**src/rtl/data_writer_pkg.sv**
```systemverilog
// Shared definitions for the capture/replay pair (data_writer, data_reader).
// Latency: n/a (types and constant helpers only).
// Backpressure: n/a.
//
// Contents:
//   state_t      : one-hot capture/replay FSM states
//   clog2_min1() : log2 that never yields a zero-width vector
//   wcnt_width() : width able to hold nm * 2**n exactly
package data_writer_pkg;

  typedef enum logic [2:0] {
    INIT_ST  = 3'b001,
    WRITE_ST = 3'b010,
    END_ST   = 3'b100
  } state_t;

  function automatic int clog2_min1(input int value);
    return (value <= 2) ? 1 : $clog2(value);
  endfunction

  // nm is a power of two, so nm * 2**n needs n + log2(nm) + 1 bits.
  function automatic int wcnt_width(input int nm, input int n);
    return n + $clog2(nm) + 1;
  endfunction

endpackage

```
**src/rtl/data_writer_synchronizer_n.sv**
```systemverilog
// Multi-flop level synchronizer for slow control levels crossing into aclk.
// Latency: STAGES aclk edges from a stable input level to dout.
// Backpressure: none; pure level transfer, pulses shorter than a cycle may be lost.
//
// Ports:
//   aclk, aresetn : clock, asynchronous active-low reset (clears every stage)
//   din           : asynchronous level input, WIDTH bits
//   dout          : synchronized level, WIDTH bits
module synchronizer_n #(
  parameter int STAGES = 2,
  parameter int WIDTH  = 1
) (
  input  logic             aclk,
  input  logic             aresetn,
  input  logic [WIDTH-1:0] din,
  output logic [WIDTH-1:0] dout
);

  logic [WIDTH-1:0] stage_q [STAGES];

  always_ff @(posedge aclk or negedge aresetn) begin
    if (!aresetn) begin
      for (int i = 0; i < STAGES; i++) begin
        stage_q[i] <= '0;
      end
    end else begin
      stage_q[0] <= din;
      for (int i = 1; i < STAGES; i++) begin
        stage_q[i] <= stage_q[i-1];
      end
    end
  end

  assign dout = stage_q[STAGES-1];

endmodule

```
**src/rtl/data_writer.sv**
```systemverilog
// Capture stage: stripes s_axis words round-robin over NM memories, address-major, for data_reader replay.
// Latency: memory write strobes/address/data are registered, one aclk after the accepting handshake.
// Backpressure: s_axis_tready is high only while capturing (state only); words offered otherwise stall.
//
// Ports:
//   aclk, aresetn        : clock, asynchronous active-low reset
//   s_axis_tvalid/tready : input stream handshake
//   s_axis_tdata         : B-bit input word
//   s_axis_tlast         : last word of the capture
//   mem_we               : NM per-memory write enables (one-hot or zero)
//   mem_addr             : N-bit write address shared by all memories
//   mem_di               : NM*B write data, the word replicated on every lane
//   START_REG            : arm level from the register block (other clock domain)
//   DONE_REG             : capture finished, held until the next arm
//   WCNT_REG             : words written in the last or current capture
module data_writer
  import data_writer_pkg::*;
#(
  parameter  int NM  = 8,
  parameter  int N   = 8,
  parameter  int B   = 8,
  localparam int NMW = clog2_min1(NM),
  localparam int WCW = wcnt_width(NM, N)
) (
  input  logic            aclk,
  input  logic            aresetn,
  input  logic            s_axis_tvalid,
  output logic            s_axis_tready,
  input  logic [B-1:0]    s_axis_tdata,
  input  logic            s_axis_tlast,
  output logic [NM-1:0]   mem_we,
  output logic [N-1:0]    mem_addr,
  output logic [NM*B-1:0] mem_di,
  input  logic            START_REG,
  output logic            DONE_REG,
  output logic [WCW-1:0]  WCNT_REG
);

  state_t          state_q;
  state_t          state_d;
  logic            start_sync;
  logic [NMW-1:0]  cnt_nm_q;
  logic [N-1:0]    cnt_addr_q;
  logic            hs;
  logic            last_lane;
  logic            full;
  logic            enter_end;

  synchronizer_n #(
    .STAGES (2),
    .WIDTH  (1)
  ) u_start_sync (
    .aclk    (aclk),
    .aresetn (aresetn),
    .din     (START_REG),
    .dout    (start_sync)
  );

  // tready is a pure function of state so it can never combinationally
  // depend on tvalid.
  assign s_axis_tready = (state_q == WRITE_ST);
  assign hs            = s_axis_tvalid & s_axis_tready;
  assign last_lane     = (cnt_nm_q == NMW'(NM - 1));
  assign full          = last_lane & (cnt_addr_q == '1);

  always_comb begin
    state_d = state_q;
    case (state_q)
      INIT_ST: begin
        if (start_sync) begin
          state_d = WRITE_ST;
        end
      end
      WRITE_ST: begin
        // Losing START ends the capture immediately; a word accepted in
        // this same cycle (tready was already high) is still written.
        // tlast and full together still leave only once.
        if (!start_sync || (hs && (s_axis_tlast || full))) begin
          state_d = END_ST;
        end
      end
      END_ST: begin
        if (!start_sync) begin
          state_d = INIT_ST;
        end
      end
      default: begin
        state_d = INIT_ST;
      end
    endcase
  end

  assign enter_end = (state_q == WRITE_ST) && (state_d == END_ST);

  always_ff @(posedge aclk or negedge aresetn) begin
    if (!aresetn) begin
      state_q <= INIT_ST;
    end else begin
      state_q <= state_d;
    end
  end

  always_ff @(posedge aclk or negedge aresetn) begin
    if (!aresetn) begin
      cnt_nm_q   <= '0;
      cnt_addr_q <= '0;
      mem_we     <= '0;
      mem_addr   <= '0;
      mem_di     <= '0;
      DONE_REG   <= 1'b0;
      WCNT_REG   <= '0;
    end else begin
      // Write strobes are single-cycle; address and data hold between writes.
      mem_we <= '0;
      case (state_q)
        INIT_ST: begin
          cnt_nm_q   <= '0;
          cnt_addr_q <= '0;
          if (start_sync) begin
            WCNT_REG <= '0;
            DONE_REG <= 1'b0;
          end
        end
        WRITE_ST: begin
          if (hs) begin
            mem_we   <= NM'(1) << cnt_nm_q;
            mem_addr <= cnt_addr_q;
            mem_di   <= {NM{s_axis_tdata}};
            WCNT_REG <= WCNT_REG + WCW'(1);
            // Lane advances every word; the row address advances after the
            // last lane, giving word k -> lane k%NM, address k/NM.
            if (last_lane) begin
              cnt_nm_q   <= '0;
              cnt_addr_q <= cnt_addr_q + N'(1);
            end else begin
              cnt_nm_q <= cnt_nm_q + NMW'(1);
            end
          end
          if (enter_end) begin
            DONE_REG <= 1'b1;
          end
        end
        END_ST: begin
          DONE_REG <= 1'b1;
        end
        default: begin
          cnt_nm_q   <= '0;
          cnt_addr_q <= '0;
        end
      endcase
    end
  end

endmodule

```
**config.mk**
```make
export PLATFORM = sky130hd
export DESIGN_NAME = data_writer
export DESIGN_NICKNAME = d
export VERILOG_FILES = /design/src/rtl/data_writer_pkg.sv /design/src/rtl/data_writer_synchronizer_n.sv /design/src/rtl/data_writer.sv
export SDC_FILE = /design/constraint.sdc
export NUM_CORES = 1
export LEC_CHECK = 0
export CORE_UTILIZATION = 40
export DETAILED_ROUTE_END_ITERATION = 6
export HOLD_SLACK_MARGIN = 0.1
export PLACE_DENSITY = 0.79
export RECOVER_POWER = 25
export SETUP_SLACK_MARGIN = 0.1
export SYNTH_ARGS = -nofsm -noshare
export SYNTH_HDL_FRONTEND = slang
export SYNTH_SLANG_ARGS = --single-unit
```
**constraint.sdc**
```tcl
create_clock -name aclk -period 1.8 [get_ports aclk]
set_input_delay 0.36 -clock aclk [delete_from_list [all_inputs] [get_ports aclk]]
set_output_delay 0.36 -clock aclk [all_outputs]
set_load 0.02 [all_outputs]
```
==> impl_metrics.csv <==
group,metric,value,unit
run_status,status,"finished clean",
synthesis,synth_compound_gate_area_share,7.99,%
clock_network,h-tree-depth,2,
power,combPwrFrac,54.4,%
synthesis,synth_top_family_by_area,"simple AND/OR/NAND/NOR gates",
layout,drive_above_1_share,14.2,%
layout,fin_area,3870,µm²
synthesis,synth_seq_cells,53,
clock_network,cts_tree,"built",
clock_network,clock-sinks,53,
grt,grt_overflow,0,
timing,fin_hold_ws,0.356,ns
critical_path,crit_path_start_kind,"flop",
critical_path,cp_max_fo,3,
power,power.internal,2.73,mW
power,power_density,1290,nW/µm²
floorplan,io_pins,107,
floorplan,row_count,30,
timing,worst_clock_skew,0.00376,ns
synthesis,synth-simple-area-share,20.6,%
timing,max_freq,0.602,GHz
layout,finalNetCount,394,
critical_path,path_buf_inv,1,
route,drc,0,
critical_path,slowest_stage,"clkdlybuf4s50_1",
clock_network,root_buffer,"clkbuf_8",
synthesis,synth_area,2880,µm²
timing,period_share,92.3,%
timing,min_period,1.66,ns
synthesis,synth_nets,319,
placement,post-dp-hpwl,4460,µm
synthesis,ys.flop_type,"dfrtp_1",
synthesis,ys_seq_area_share,46.1,%
placement,place_congestion,0.821,
route,ant_nets,0,
synthesis,synth.area.mux_share,2.08,%
clock_network,cts_buffers,5,
layout,n_antenna_cell,0,
timing,tightest_slew,0.564,ns
placement,port-buffer-count,106,
synthesis,synth_xor_area_share,2.13,%
floorplan,fp.dieArea,7550,µm²
floorplan,die_x,86.9,µm
power,p_leak,2.04,nW
grt,grt_pass1_vias,2078,
grt,grt_max_degree,24,
clock_network,clk_path_buf_depth,2,
clock_network,clk_pin_slew,0.09,ns
timing,setup_tns,0,ns
layout,fillCellCount,658,
floorplan,die_h,86.9,µm
timing,rsz0062_at_grt,"yes",
floorplan,initial_utilization,42.0,%
placement,placed_area,3770,µm²
power,power_switching,2.28,mW
critical_path,crit_path_cell_trace,"clkdlybuf4s50_1",
synthesis,synthCells,298,
route,drt-total-wl,6230,µm
synthesis,post_synth_fa_ha_maj_area_fraction,3.47,%
layout,fin_util,56.3,%
power,peakVddDrop,0.674,mV
synthesis,async_reset_ff_share,100,%
route,vias,2243,
route,wl_per_cell,13.3,µm
clock_network,insertion_delay,0.31,ns
grt,antenna_found_initial,0,
synthesis,ys_warn_count,0,
timing,setup_viol,0,
grt,grt_pass1_wl,9800,µm
layout,final_common_cell,"dlygate4sd2_1",
grt,grt_use_total,16.7,%
critical_path,cp-end-kind,"output pin",
power,sw_frac_of_total,45.5,%
layout,syn2layout_area_growth,34.2,%
critical_path,required,1.44,ns
timing,maxSlewHeadroom,62.4,%
floorplan,core_area,6870,µm²
critical_path,worst-endpoint-arrival,1.30,ns
timing,hold_violations,0,
synthesis,synth_edf_count,0,
timing,slew_violations,0,
route,vias_per_cell,4.77,
critical_path,crit_family,"buffers and inverters",
synthesis,yosys.cell_types.count,46,
route,drtIter0Drc,86,
critical_path,timing_worst_setup_path_type,"flop to output pin",
job,maxCapViolCount,0,
power,clkPwrFrac,14.8,%
critical_path,slowest_delay,0.61,ns
layout,final_cell_mix,"72 x dlygate4sd2_1, 63 x nand2_1, 52 x dfrtp_1",
power,p_total,5.01,mW
synthesis,syn_avg_cell_area,9.67,µm²
power,pwr-share-seq,30.8,%
route,drt_pass1_iterations,4,
min_path,hp-class,"flop to flop",
-- synth_stat cells, drive strengths merged (2+ instances only) --
master   count  area share [%]
xnor2        4             1.2
o31ai        2            0.52
dfrtp       52              45
nand4        4            0.87
or3          2            0.43
o21ai       10             1.7
a21oi        7             1.3
xor2         3            0.91
or4          2            0.52
a21boi       4             1.0
inv         10             1.3
ha           8             3.5
buf         64              16
nand4bb      2            0.78
a31oi        2            0.43
nand3        3            0.52
nor3         4             1.1
nand2b       5             1.3
nor2        14             1.8
and2         3            0.65
mux2i        6             2.1
and3         6             1.3
nor4         4             1.3
nand2       63             8.2
-- metrics by stage --
stage	setup slack, ns	instances
global placement	-0.103	456
CTS	0.0819	466
finish	0.138	470
detailed placement	-0.144	456
global route	0.0629	470
floorplan	0.155	298
-- kinds of logic (layout without fill, tap and decap cells) --
logic type	Yosys count	count (layout)
XOR/XNOR	7	7
buffers and inverters	75	151
AO/OA/AOI/OAI	32	32
flip-flops	53	53
adder cells (fa/ha/maj)	8	8
AND/OR/NAND/NOR	117	117
multiplexers	6	6
-- per-layer routing --
layer	global-route usage (%)	vias to the layer above	wire length, µm	part of all wire, %
met4	5.61	0	82	1.3
met2	29.3	83	3000	48
li1	-	1083	-	-
met5	0	-	0	0
met1	20.3	1069	2760	44
met3	3.60	8	390	6.3
-- worst paths after layout --
check	start	to	slack, ns	depth (start not counted)
max	WCNT_REG[11]	WCNT_REG[11]	0.14	1
max in group asynchronous	aresetn	cnt_addr_q[7]	0.42	3
max reg2reg	cnt_nm_q[1]	DONE_REG	0.14	7
min reg2reg	u_start_sync.stage_q[1]	u_start_sync.dout	0.36	0
min in group asynchronous	aresetn	DONE_REG	0.50	2
min	u_start_sync.stage_q[1]	u_start_sync.dout	0.36	0
-- power groups by stage --
stage	Clock (mW)	Sequential (mW)	Combinational (mW)
2_1_floorplan	0	1.73	2.21
3_3_place_gp	0	1.58	3.17
3_5_place_dp	0	1.60	3.21
4_1_cts	0.753	1.55	2.72
5_1_grt	0.805	1.58	2.90
6_report	0.741	1.54	2.72
-- final cells by class --
type                       instances  area (µm²)  share of cell area [%]
inverter                          10        37.5                   0.971
sequential                        53        1330                    34.3
timing repair buffer             133        1180                    30.5
clock inverter                     1        5.00                   0.129
multi-input combinational        170        1100                    28.4
clock buffer                       7        96.3                    2.49
tap                               96         120                    3.11
-- timing repair --
action / in CTS / in global routing
hold buffers: 1 / 0
setup buffers: 1 / 4
endpoints found under the setup margin: 77 / 19
endpoints found under the hold margin: 16 / 0
pin swaps: 0 / 6
resized for setup: 78 / 14
-- registers in the layout, indices dropped and copies added, names as in the netlist --
| name | flops |
|---|---|
| WCNT_REG | 12 |
| DONE_REG | 1 |
| u_start_sync.stage_q | 1 |
| u_start_sync.dout | 1 |
| mem_di | 8 |
| state_q | 3 |
| cnt_addr_q | 8 |
| mem_addr | 8 |
| mem_we | 8 |
| cnt_nm_q | 3 |
No activity file was read; power rests on OpenSTA's default activity.
